## src/rtl/qdec_ctx_mem_arb_pkg.sv

```systemverilog
// Shared types for the CABAC context-memory arbiter.
// Address/data widths, starvation limit and grant encoding.
package qdec_ctx_mem_arb_pkg;

  localparam int CTX_ADDR_W     = 10;
  localparam int CTX_DATA_W     = 8;
  localparam int CTX_STARVE_MAX = 4;

  typedef struct packed {
    logic       mps;
    logic [6:0] state;
  } t_ctx_word_s;

  typedef enum logic [1:0] {
    GNT_NONE,
    GNT_RD,
    GNT_WB,
    GNT_INIT
  } t_ctx_grant_e;

endpackage

```

## src/rtl/qdec_ctx_mem_arb_if.sv

```systemverilog
// Request/response and memory-side bundle of the context arbiter.
// slave = arbiter view, master = clients plus memory.
interface qdec_ctx_mem_arb_if #(
  parameter int ADDR_W = 10,
  parameter int DATA_W = 8
);
  logic [ADDR_W-1:0] init_addr;
  logic [DATA_W-1:0] init_wdata;
  logic              init_vld;
  logic              init_rdy;
  logic [ADDR_W-1:0] rd_addr;
  logic              rd_vld;
  logic              rd_rdy;
  logic [DATA_W-1:0] rd_data;
  logic              rd_data_vld;
  logic [ADDR_W-1:0] upd_addr;
  logic [DATA_W-1:0] upd_data;
  logic              upd_vld;
  logic              upd_rdy;
  logic [ADDR_W-1:0] ctx_addr;
  logic [DATA_W-1:0] ctx_wdata;
  logic              ctx_we;
  logic              ctx_re;
  logic [DATA_W-1:0] ctx_rdata;
  logic              busy;

  modport slave (
    input  init_addr, init_wdata, init_vld,
    input  rd_addr, rd_vld,
    input  upd_addr, upd_data, upd_vld,
    input  ctx_rdata,
    output init_rdy, rd_rdy, rd_data, rd_data_vld,
    output upd_rdy,
    output ctx_addr, ctx_wdata, ctx_we, ctx_re,
    output busy
  );

  modport master (
    output init_addr, init_wdata, init_vld,
    output rd_addr, rd_vld,
    output upd_addr, upd_data, upd_vld,
    output ctx_rdata,
    input  init_rdy, rd_rdy, rd_data, rd_data_vld,
    input  upd_rdy,
    input  ctx_addr, ctx_wdata, ctx_we, ctx_re,
    input  busy
  );
endinterface

```

## src/rtl/qdec_ctx_mem_arb.sv

```systemverilog
// Single-port context memory arbiter: init writer, state fetch,
// posted state update with read bypass and starvation guard.
module qdec_ctx_mem_arb
  import qdec_ctx_mem_arb_pkg::*;
#(
  parameter int ADDR_W     = CTX_ADDR_W,
  parameter int DATA_W     = CTX_DATA_W,
  parameter int STARVE_MAX = CTX_STARVE_MAX
) (
  input logic clk,
  input logic rst_n,
  qdec_ctx_mem_arb_if.slave bus
);

  localparam int SW = $clog2(STARVE_MAX + 1);

  logic              wb_vld_q, wb_vld_d;
  logic [ADDR_W-1:0] wb_addr_q, wb_addr_d;
  logic [DATA_W-1:0] wb_data_q, wb_data_d;
  logic [SW-1:0]     starve_q, starve_d;
  logic              rvld_q, rvld_d;
  logic              byp_q, byp_d;
  logic [DATA_W-1:0] byp_data_q, byp_data_d;

  t_ctx_grant_e gnt;
  logic starved, drain, rd_g, init_g;
  logic upd_fire, hit_a, hit_b;

  assign starved  = wb_vld_q & (starve_q == SW'(STARVE_MAX));
  assign drain    = wb_vld_q & (starved | ~bus.rd_vld);
  assign rd_g     = bus.rd_vld & ~starved;
  assign init_g   = bus.init_vld & ~wb_vld_q & ~bus.rd_vld;
  assign upd_fire = bus.upd_vld & ~wb_vld_q;
  assign hit_a    = upd_fire & (bus.upd_addr == bus.rd_addr);
  assign hit_b    = wb_vld_q & (wb_addr_q == bus.rd_addr);

  always_comb begin
    gnt = GNT_NONE;
    unique case (1'b1)
      drain:   gnt = GNT_WB;
      rd_g:    gnt = GNT_RD;
      init_g:  gnt = GNT_INIT;
      default: gnt = GNT_NONE;
    endcase
  end

  always_comb begin
    bus.ctx_we    = 1'b0;
    bus.ctx_re    = 1'b0;
    bus.ctx_addr  = '0;
    bus.ctx_wdata = '0;
    unique case (gnt)
      GNT_WB: begin
        bus.ctx_we    = 1'b1;
        bus.ctx_addr  = wb_addr_q;
        bus.ctx_wdata = wb_data_q;
      end
      GNT_RD: begin
        bus.ctx_re   = 1'b1;
        bus.ctx_addr = bus.rd_addr;
      end
      GNT_INIT: begin
        bus.ctx_we    = 1'b1;
        bus.ctx_addr  = bus.init_addr;
        bus.ctx_wdata = bus.init_wdata;
      end
      default: ;
    endcase
  end

  assign bus.rd_rdy      = (gnt == GNT_RD);
  assign bus.init_rdy    = (gnt == GNT_INIT);
  assign bus.upd_rdy     = ~wb_vld_q;
  assign bus.rd_data_vld = rvld_q;
  assign bus.busy        = wb_vld_q | rvld_q;
  assign bus.rd_data     = !rvld_q ? '0 :
                           byp_q   ? byp_data_q :
                                     bus.ctx_rdata;

  always_comb begin
    wb_vld_d   = wb_vld_q;
    wb_addr_d  = wb_addr_q;
    wb_data_d  = wb_data_q;
    starve_d   = starve_q;
    rvld_d     = (gnt == GNT_RD);
    byp_d      = byp_q;
    byp_data_d = byp_data_q;
    if (gnt == GNT_WB) begin
      wb_vld_d = 1'b0;
      starve_d = '0;
    end else if (wb_vld_q && !starved) begin
      starve_d = starve_q + 1'b1;
    end
    // update is ordered ahead of a read in the same cycle
    if (upd_fire) begin
      wb_vld_d  = 1'b1;
      wb_addr_d = bus.upd_addr;
      wb_data_d = bus.upd_data;
    end
    if (gnt == GNT_RD) begin
      byp_d      = hit_a | hit_b;
      byp_data_d = hit_a ? bus.upd_data : wb_data_q;
    end
  end

  always_ff @(posedge clk or negedge rst_n) begin
    if (!rst_n) begin
      wb_vld_q   <= 1'b0;
      wb_addr_q  <= '0;
      wb_data_q  <= '0;
      starve_q   <= '0;
      rvld_q     <= 1'b0;
      byp_q      <= 1'b0;
      byp_data_q <= '0;
    end else begin
      wb_vld_q   <= wb_vld_d;
      wb_addr_q  <= wb_addr_d;
      wb_data_q  <= wb_data_d;
      starve_q   <= starve_d;
      rvld_q     <= rvld_d;
      byp_q      <= byp_d;
      byp_data_q <= byp_data_d;
    end
  end

endmodule

```

## src/flat_wrapper.sv

```systemverilog
// flat-port wrapper written by rule: the top's interface ports become plain ports
module qdec_ctx_mem_arb_flat import qdec_ctx_mem_arb_pkg::*;
#(
  parameter int ADDR_W     = CTX_ADDR_W,
  parameter int DATA_W     = CTX_DATA_W,
  parameter int STARVE_MAX = CTX_STARVE_MAX
)
  (clk, rst_n, bus_init_addr, bus_init_wdata, bus_init_vld, bus_rd_addr, bus_rd_vld, bus_upd_addr, bus_upd_data, bus_upd_vld, bus_ctx_rdata, bus_init_rdy, bus_rd_rdy, bus_rd_data, bus_rd_data_vld, bus_upd_rdy, bus_ctx_addr, bus_ctx_wdata, bus_ctx_we, bus_ctx_re, bus_busy);
  qdec_ctx_mem_arb_if #(.ADDR_W(ADDR_W), .DATA_W(DATA_W)) bus_i ();
  input logic clk;
  input logic rst_n;
  input wire logic [$bits(bus_i.init_addr)-1:0] bus_init_addr;
  input wire logic [$bits(bus_i.init_wdata)-1:0] bus_init_wdata;
  input wire logic [$bits(bus_i.init_vld)-1:0] bus_init_vld;
  input wire logic [$bits(bus_i.rd_addr)-1:0] bus_rd_addr;
  input wire logic [$bits(bus_i.rd_vld)-1:0] bus_rd_vld;
  input wire logic [$bits(bus_i.upd_addr)-1:0] bus_upd_addr;
  input wire logic [$bits(bus_i.upd_data)-1:0] bus_upd_data;
  input wire logic [$bits(bus_i.upd_vld)-1:0] bus_upd_vld;
  input wire logic [$bits(bus_i.ctx_rdata)-1:0] bus_ctx_rdata;
  output wire logic [$bits(bus_i.init_rdy)-1:0] bus_init_rdy;
  output wire logic [$bits(bus_i.rd_rdy)-1:0] bus_rd_rdy;
  output wire logic [$bits(bus_i.rd_data)-1:0] bus_rd_data;
  output wire logic [$bits(bus_i.rd_data_vld)-1:0] bus_rd_data_vld;
  output wire logic [$bits(bus_i.upd_rdy)-1:0] bus_upd_rdy;
  output wire logic [$bits(bus_i.ctx_addr)-1:0] bus_ctx_addr;
  output wire logic [$bits(bus_i.ctx_wdata)-1:0] bus_ctx_wdata;
  output wire logic [$bits(bus_i.ctx_we)-1:0] bus_ctx_we;
  output wire logic [$bits(bus_i.ctx_re)-1:0] bus_ctx_re;
  output wire logic [$bits(bus_i.busy)-1:0] bus_busy;
  assign bus_i.init_addr = bus_init_addr;
  assign bus_i.init_wdata = bus_init_wdata;
  assign bus_i.init_vld = bus_init_vld;
  assign bus_i.rd_addr = bus_rd_addr;
  assign bus_i.rd_vld = bus_rd_vld;
  assign bus_i.upd_addr = bus_upd_addr;
  assign bus_i.upd_data = bus_upd_data;
  assign bus_i.upd_vld = bus_upd_vld;
  assign bus_i.ctx_rdata = bus_ctx_rdata;
  assign bus_init_rdy = bus_i.init_rdy;
  assign bus_rd_rdy = bus_i.rd_rdy;
  assign bus_rd_data = bus_i.rd_data;
  assign bus_rd_data_vld = bus_i.rd_data_vld;
  assign bus_upd_rdy = bus_i.upd_rdy;
  assign bus_ctx_addr = bus_i.ctx_addr;
  assign bus_ctx_wdata = bus_i.ctx_wdata;
  assign bus_ctx_we = bus_i.ctx_we;
  assign bus_ctx_re = bus_i.ctx_re;
  assign bus_busy = bus_i.busy;
  qdec_ctx_mem_arb #(.ADDR_W(ADDR_W), .DATA_W(DATA_W), .STARVE_MAX(STARVE_MAX)) u_core (.clk(clk), .rst_n(rst_n), .bus(bus_i));
endmodule
```

## config.mk

```make
export PLATFORM = sky130hd
export DESIGN_NAME = qdec_ctx_mem_arb_flat
export DESIGN_NICKNAME = d
export VERILOG_FILES = /design/src/rtl/qdec_ctx_mem_arb_pkg.sv /design/src/rtl/qdec_ctx_mem_arb_if.sv /design/src/rtl/qdec_ctx_mem_arb.sv /design/src/flat_wrapper.sv
export SDC_FILE = /design/constraint.sdc
export NUM_CORES = 1
export LEC_CHECK = 0
export ABC_AREA = 1
export BUFFER_PORTS_ARGS = -buffer_cell sky130_fd_sc_hd__buf_2
export CAP_MARGIN = 20
export CORE_ASPECT_RATIO = 0.75
export CORE_MARGIN = 4
export CORE_UTILIZATION = 43
export DETAILED_ROUTE_END_ITERATION = 7
export PLACE_DENSITY = 0.87
export RECOVER_POWER = 25
export SYNTH_ARGS = -nofsm -noshare
export SYNTH_HDL_FRONTEND = slang
export SYNTH_SLANG_ARGS = --single-unit
```

## constraint.sdc

```tcl
create_clock -name clk -period 1.5 [get_ports clk]
set_input_delay 0.3 -clock clk [delete_from_list [all_inputs] [get_ports clk]]
set_output_delay 0.3 -clock clk [all_outputs]
set_load 0.01 [all_outputs]
```

Yosys cells after proc, flatten, opt, wreduce, memory -nomap -nowiden. Cells that the tools add are included.

Register bits: 32. Word-level logic and storage cells: 45. Output and inout bits: 33. Input bits: 59.

Mux-type cells: 12. Reductions and logical operators: 5. Add/sub/neg operators: 1. Eq/ne operators: 6. Bitwise logic cells: 14.

Operators with widths (count): $pmux 10 s3 (1); $mux 8 (3); $eq 10x10->1 (2); $pmux 8 s2 (1); $and 1x1->1 (8); $mux 3 (2); $pmux 2 s3 (1); $eq 2x2->1 const B (2); $mux 1 (4); $reduce_bool 2->1 (2); $add 3x1->3 const B (1); $eq 3x3->1 const B (1); $not 1->1 (3); $or 1x1->1 (3); $eq 2x1->1 const B (1); $reduce_or 2->1 (1); $logic_and 1x1->1 (1); $logic_not 1->1 (1).

Depth between registers and ports, before layout. Gate-level depths: netlist of run 1.

Word-level depth: 8. Depth in mapped cells: 10. Mapped depth without buffers: 10.

Worst setup path after synthesis of run 1. OpenSTA, ideal clock, no wires.

Kind: reg-to-output. From: register u_core.starve_q[0]. To: output bus_ctx_addr[0]. Stages on the path, launching flop included: 10. Data arrival time: 1.346 ns. Required time: 1.200 ns. Slack: -0.146 ns. Cell sequence: dfrtp_1 > inv_1 > ha_1 > nand3_1 > nand2_1 > inv_2 > nor2_4 > inv_2 > buf_2 > o221ai_1.

Cells in the longest elaborated chain, start to end: 7.

Ends and longest elaborated chain: from (decl) (line qdec_ctx_mem_arb.sv:20) `logic [SW-1:0] starve_q, starve_d;`; from (signal assigned) (line qdec_ctx_mem_arb.sv:119) `starve_q <= starve_d;`; $eq 3x3->1 (*) (line qdec_ctx_mem_arb.sv:29) `assign starved = wb_vld_q & (starve_q == SW'(STARVE_MAX));`; $and 1x1->1 (*) (line qdec_ctx_mem_arb.sv:29); $or 1x1->1 / $not 1->1 (equally long branches) (line qdec_ctx_mem_arb.sv:30, qdec_ctx_mem_arb.sv:31); $and 1x1->1 (on tied branches) (line qdec_ctx_mem_arb.sv:30, qdec_ctx_mem_arb.sv:31); $pmux 2 s3 (*) (line qdec_ctx_mem_arb.sv:39) `unique case (1'b1)`; $eq 2x2->1 / $eq 2x1->1 (equally long branches) (line qdec_ctx_mem_arb.sv:52) `unique case (gnt)`; $pmux 10 s3 (*) (line qdec_ctx_mem_arb.sv:52); to (decl) (line flat_wrapper.sv:26) `output wire logic [$bits(bus_i.ctx_addr)-1:0] bus_ctx_addr;`.

Mark *: on every way between the ends. The rest lies on a longest branch, timed or not.

Worst setup path after layout of run 1. Ends and elaborated chain as after synthesis.

==> impl_results.md, run 1 <==
- Result of the run: finished with violations
- Failing checks: setup timing
- Seq/Total Area, Yosys: 37.6%
- Final Setup Violations: 33
- Cell count after synthesis: 321
- Routed len/inst: 15.6 um
- Cell Area, Synth: 2130 um2
- Critical path peak fanout: 5
- Tot Pwr: 3460 uW
- Number of enable flip-flop cells after synthesis: 0
- Die area: 6150 um2
- Crit path capture type: output pin
- PwrDens: 1040 nW/um2
- First-pass GRT wire length: 11.6 mm
- Crit path setup slack, layout: -0.568 ns
- Distinct cell type count after synthesis: 27
- Placed Cells: 475
- Ant diodes: 0
- CP Launch Type: flip-flop
- Most used flip-flop cell after synthesis: dfrtp_1
- DRT Wirelength: 7.74 mm
- Routed Antenna Nets: 0
- Most instantiated library cell after synthesis: nand2_1
- CTS root buf: clkbuf_8
- DP Area: 2880 um2
- Period minus WS final: 2.07 ns
- Static leakage: 0.00184 uW
- Total GRT Usage: 25.2%
- DR pass1 iterations: 5
- Initial Util: 46.0%
- Type of the worst min-delay path: in -> async
- Leading cell types by count after synthesis: nand2_1, inv_1, dfrtp_1
- Headroom to the max-slew limit: 43.9%
- Worst Tran Pin Value: 0.841 ns
- Unrepaired setup endpoints after global routing: yes
- Peak supply drop: 0.680 mV
- Synth top area cells: dfrtp_1, nand2_1, inv_1, o21ai_0, nand3_1
- H-tree levels: 2
- Asr flop ratio synth: 100%
- Hold Fails Final Rpt: 0
- Max-capacitance violation count: 0
- Reg clk slew, reported paths: 0.08 ns
- Fill count: 354
- Final design utilization: 72.2%
- I/O pins: 92
- Final Wtd Congestion: 0.895
- Nets: 499
- Hpwl dp: 5.05 mm
- Worst EP arrival: 1.77 ns
- Clock Sink Count: 32
- Total congestion overflow: 0
- Synth top area share: 37.6%
- Max Clock Freq: 484 MHz
- Die Span Y: 68.9 um
- 1st-iter DRT viols: 149
- Yosys reg bits: 32
- Critical path required time: 1.20 ns
- Initial antenna violation count: 0
- Critical path class: reg -> out
- Routed vias/inst: 5.34
- Clk Latency, worst-skew pair: 0.30 ns
- Vias in the first global route: 2566
- Clock tree buffer depth: 2
- Syn_area_per_cell: 6.63 um2
- Final instance count without filler cells: 496
- CTS tree: done
- Core Area: 4620 um2
- Detailed-route via count: 2648
- Share of layout cells above drive strength 1: 40.8%
- Period utilization: 138%
- Layout area overhead: 56.9%
- Port bufs: 91
- Final Skew: 0.0142 ns
- Slew Viols, Final: 0
- Worst r2r path cells: 10
- Final instance area: 3340 um2
- Die Width: 89.3 um
- Cell taking the most area after synthesis: dfrtp_1
- YS warnings: 0
- Hold_buf cts: 0
- Largest net degree at the start of global routing: 39
- Core Rows: 21
- Drt drc: 0
- Syn nets: 382
- Clock buffer count from CTS: 5
- Fin Setup TNS: -11.84 ns
sequential cells by signal (all words and copies together), names as in the netlist:
signal,cells
u_core.wb_addr_q,10
u_core.byp_data_q,8
u_core.wb_data_q,8
u_core.starve_q,3
u_core.bus.rd_data_vld,1
u_core.byp_q,1
u_core.wb_vld_q,1
what timing repair did:
item / 4_1_cts / 5_1_grt
buffers inserted: 8 / 2
resized for setup: 31 / 34
endpoints found under the hold margin: 0 / 0
pin swaps: 8 / 15
endpoints found under the setup margin: 32 / 43
cloned: 3 / 1
critical path, cell delays in order, from the launching register on:
cell and delay [ns]:
dfrtp_1 0.40, inv_2 0.08, ha_4 0.13, nand3_2 0.08, nand2_2 0.10, inv_2 0.05
nor2_4 0.11, inv_4 0.07, buf_12 0.15, o221ai_4 0.12, buf_2 0.16
routing by layer:
metal / global-route usage [%] / vias to the layer above / part of all wire (%)
met2: 45.2 / 147 / 50
met3: 6.06 / 20 / 9.1
li1: - / 1244 / -
met4: 8.92 / 0 / 2.1
met5: 0 / - / 0
met1: 29.5 / 1237 / 38
where the power goes:
group          switching (uW)  internal [uW]  leakage, uW
clock network             355            493    0.0000552
registers                 146           1050     0.000394
logic                     779            644      0.00139
total                    1280           2180      0.00184
cell families after synthesis:
group | synth area share, %
simple gates | 35.1
buf+inv | 11.7
compound gates | 13.2
flops | 37.6
xor+xnor | 1.23
fa+ha+maj | 1.17
final timing paths:
check                                startpoint                      to  slack [ns]
max                          u_core.starve_q[0]         bus_ctx_addr[0]       -0.57
min                                       rst_n    u_core.byp_data_q[4]        0.09
max reg2reg                     u_core.wb_vld_q    u_core.byp_data_q[7]       -0.15
min reg2reg                u_core.byp_data_q[1]    u_core.byp_data_q[1]        0.49
max in group asynchronous                 rst_n  u_core.bus.rd_data_vld        0.82
min in group clk                bus_upd_data[3]     u_core.wb_data_q[3]        0.28
stage by stage:
stage / hold slack, ns / worst slack [ns]
2_1_floorplan: 0.00441 / -0.0778
3_3_place_gp: 0.395 / -0.150
3_5_place_dp: 0.410 / -0.247
4_1_cts: 0.0918 / -0.512
5_1_grt: 0.152 / -0.647
6_report: 0.0930 / -0.568
area by class of cell:
cell class	count	area [um2]	share of cell area [%]
clock buffer	6	72.6	2.17
timing repair buffer	118	802	24.0
inverter	52	205	6.14
multi-input combinational	229	1350	40.4
clock inverter	2	35.0	1.05
tap	57	71.3	2.13
sequential	32	803	24.0
cell usage in the layout (no fill, tap or decap), types with 2 or more instances in the layout:
master    synthesis  final
a21oi_1           4      4
buf_12            0      3
buf_2             8     80
buf_4             1     16
buf_6             0     17
clkbuf_8          0      5
dfrtp_1          32     30
dfrtp_2           0      2
inv_1            48     46
inv_2             2      3
inv_4             1      2
nand2_1         114    106
nand2_2           1      8
nand2_4           1      3
nand3_1          22     18
nand3_2           0      4
nand4_1           2      2
nor2_1           26     26
nor2_4            2      3
o211ai_1          2      2
o21ai_0          27     18
o21ai_1           8      3
o21ai_2           0      6
o21ai_4           0      8
o221ai_2          0      6
o221ai_4          0      2
xnor2_1           3      3
Note: power is estimated with default switching activity, not from simulation.
==> run 2, diff against run 1 <==
--- a/config.mk
+++ b/config.mk
@@ -7,12 +7,12 @@
 export LEC_CHECK = 0
 export ABC_AREA = 1
 export BUFFER_PORTS_ARGS = -buffer_cell sky130_fd_sc_hd__buf_2
-export CAP_MARGIN = 20
 export CORE_ASPECT_RATIO = 0.75
 export CORE_MARGIN = 4
-export CORE_UTILIZATION = 43
+export CORE_UTILIZATION = 45
+export CTS_BUF_LIST = sky130_fd_sc_hd__clkbuf_2
 export DETAILED_ROUTE_END_ITERATION = 7
-export PLACE_DENSITY = 0.87
+export PLACE_DENSITY = 0.9
 export RECOVER_POWER = 25
 export SYNTH_ARGS = -nofsm -noshare
 export SYNTH_HDL_FRONTEND = slang
==> run 2 against run 1 <==
The flow still finishes with violations (setup timing); non-clock buffer count up 7; wire length grew 3.6%; cell count rose by 1.2%; register-to-register slack worse by 0.03 ns; maximum frequency is 1.5% lower; core utilization grew 3.9 points; critical path depth stayed put; die area fell by 4.0%; worst setup slack worse by 0.032 ns; final area up 3.0%; first-iteration DRC count increased by 120%; sequential power barely moved; largest cell class unchanged.
==> impl_results.md, run 2 (synthesis results as in run 1) <==
- Core Area: 4520 um2 (-2.3%)
- Worst hold endpoint: u_core.wb_data_q[1]
- Seq. cell area: 802 um2 (-0.16%)
- Layout area overhead: 61.5%
- Ant diodes: 0 (unchanged)
- Final Wtd Congestion: 0.816 (-8.9%)
- Routed len/inst: 16.0 um (+2.3%)
- Die area: 5910 um2 (-4.0%)
- Clock buffer count from CTS: 5 (unchanged)
- H-tree levels: 2 (unchanged)
- DR pass1 iterations: 5 (unchanged)
- R2R setup slack: -0.18 ns (-0.03 ns)
- Routed Antenna Nets: 0 (unchanged)
- Type of the worst min-delay path: in -> reg
- Unrepaired setup endpoints after global routing: yes
- Static leakage: 0.00187 uW (+1.4%)
- Detailed-route via count: 2737 (+3.4%)
- Post-place setup slack: -0.246 ns (+0.000381 ns)
- Slew Viols, Final: 0 (unchanged)
- Final instance area: 3440 um2 (+3.0%)
- Reg clk slew, reported paths: 0.17 ns (+0.09 ns)
- Die Span Y: 67.6 um (-2.0%)
- Top Registers: u_core.wb_addr_q (10), u_core.byp_data_q (8), u_core.wb_data_q (8)
- CTS root buf: clkbuf_2
- Max-capacitance violation count: 0 (unchanged)
- Failing checks: setup timing
- Port bufs: 91 (unchanged)
- Peak supply drop: 0.462 mV (-32%)
- Fill count: 311 (-12%)
- Clock Sink Count: 32 (unchanged)
- Wire length on met3: 750 um (+6.2%)
- Commonest non-fill, non-tap cells in the layout: nand2_1, buf_2, inv_1
- Clock tree buffer depth: 2 (unchanged)
- Final Setup Violations: 41 (+24%)
- Worst Tran Pin Value: 0.797 ns (-0.0446 ns)
- Share of layout cells above drive strength 1: 41.6% (+0.80 points)
- Nets: 506 (+1.4%)
- Crit path capture type: output pin
- Worst r2r path cells: 11 (+1)
- R2r startpoint: u_core.wb_vld_q
- Headroom to the max-slew limit: 46.9% (+3.0 points)
- Die Width: 87.4 um (-2.0%)
- Total GRT Usage: 26.1% (+0.92 points)
- Largest net degree at the start of global routing: 39 (unchanged)
- M1 WL: 2.95 mm (-0.47%)
- Fin Setup TNS: -14.80 ns (-2.96 ns)
- R2r endpoint: u_core.byp_data_q[3]
- Met2 wire length: 4.02 mm (+3.0%)
- CP Launch Type: flip-flop
- Initial Util: 47.1% (+1.1 points)
- 1st-iter DRT viols: 331 (+120%)
- CTS tree: done
- Vias in the first global route: 2653 (+3.4%)
- Multi-input gate area in the final layout: 1400 um2 (+3.5%)
- Max reg flops: 10 (unchanged)
- Core Rows: 21 (unchanged)
- Drt drc: 0 (unchanged)
- Placed Cells: 479 (+0.84%)
- Critical path required time: 1.20 ns (about the same)
- Total congestion overflow: 0 (unchanged)
- Max Clock Freq: 476 MHz (-1.5%)
- Routed vias/inst: 5.45 (+2.1%)
- DRT Wirelength: 8.02 mm (+3.6%)
- Critical path peak fanout: 6 (+1)
- Period minus WS final: 2.10 ns (+0.0317 ns)
- Final design utilization: 76.1% (+3.9 points)
- Clk Latency, worst-skew pair: 0.38 ns (+0.08 ns)
- Most common cell after layout, fill and taps aside: nand2_1
- Initial antenna violation count: 0 (unchanged)
- Hold Fails Final Rpt: 0 (unchanged)
- First-pass GRT wire length: 12.0 mm (+2.8%)
- I/O pins: 92 (unchanged)
- Critical path class: reg -> out
- Result of the run: finished with violations
- Worst Hold Depth: 3
- Highest routed layer: met4
- Crit path setup slack, layout: -0.600 ns (-0.0317 ns)
- Hpwl dp: 5.20 mm (+2.9%)
- Period utilization: 140% (+2.1 points)
- PwrDens: 899 nW/um2 (-13%)
- Most flops, register: u_core.wb_addr_q
- Final instance count without filler cells: 502 (+1.2%)
- DP Area: 2950 um2 (+2.3%)
- Final Skew: 0.0191 ns (+0.00485 ns)
- Worst EP arrival: 1.80 ns (+0.03 ns)
- Worst min-delay path startpoint: bus_upd_data[1]
==> run 2: cell count changes in the layout (fill, tap and decap cells not counted), sizes merged <==
cell	before	now
bufinv	1	0
buf	116	122
dlygate4sd3	0	1
inv	52	51
clkinv	1	3
clkbuf	8	7
==> run 2: area by class of cell <==
class,instances,area share (%)
multi-input combinational,229,40.7
clock inverter,2,0.218
clock buffer,5,0.728
sequential,32,23.3
tap,57,2.07
timing repair buffer,125,26.7
inverter,52,6.33
==> run 2: layer usage <==
metal  GRT usage [%]  vias up
met5               0        -
met4            10.3        0
met3            6.22       36
met2            45.6      169
met1            31.2     1273
li1                -     1259
==> run 2: through the flow <==
| stage | total power [uW] | hold slack [ns] |
|---|---|---|
| final | 3090 | 0.179 |
| after global routing | 3280 | 0.168 |
| after CTS | 2870 | 0.180 |
| after detailed placement | 2340 | 0.268 |
| after global placement | 2270 | 0.274 |
| after floorplan | 1870 | 0.00441 |
==> run 2: critical path: stages, from the launching register on <==
cell and delay [ns]:
dfrtp_1 0.44, inv_2 0.08, ha_4 0.13, nand3_2 0.06, nand2_2 0.07, inv_2 0.05
nor2_4 0.11, inv_4 0.07, buf_12 0.14, o221ai_4 0.15, buf_6 0.13
==> run 2: report_power, final <==
group          total, uW  switching, uW  internal (uW)
sequential          1210            167           1040
clock                388            292           95.9
combinational       1490            809            684
==> run 2: how the worst max path moves through the flow <==
stage | startpoint | to | slack, ns | cells after the start
CTS | u_core.starve_q[1] | bus_ctx_addr[0] | -0.63 | 10
global placement | u_core.starve_q[1] | bus_ctx_addr[0] | -0.15 | 10
floorplan | u_core.starve_q[0] | bus_ctx_addr[0] | -0.08 | 9
global route | u_core.starve_q[1] | bus_ctx_addr[9] | -0.71 | 10
detailed placement | u_core.starve_q[1] | bus_ctx_addr[8] | -0.25 | 10
finish | u_core.starve_q[0] | bus_ctx_addr[0] | -0.60 | 10
==> run 2: timing repair <==
| item | 4_1_cts | 5_1_grt |
|---|---|---|
| hold endpoints to repair | 32 | 0 |
| buffers inserted | 5 | 8 |
| endpoints found under the setup margin | 41 | 43 |
| pin swaps | 14 | 12 |
| gates resized for setup | 44 | 41 |
| hold buffers | 1 | 0 |
| cloned | 2 | 1 |
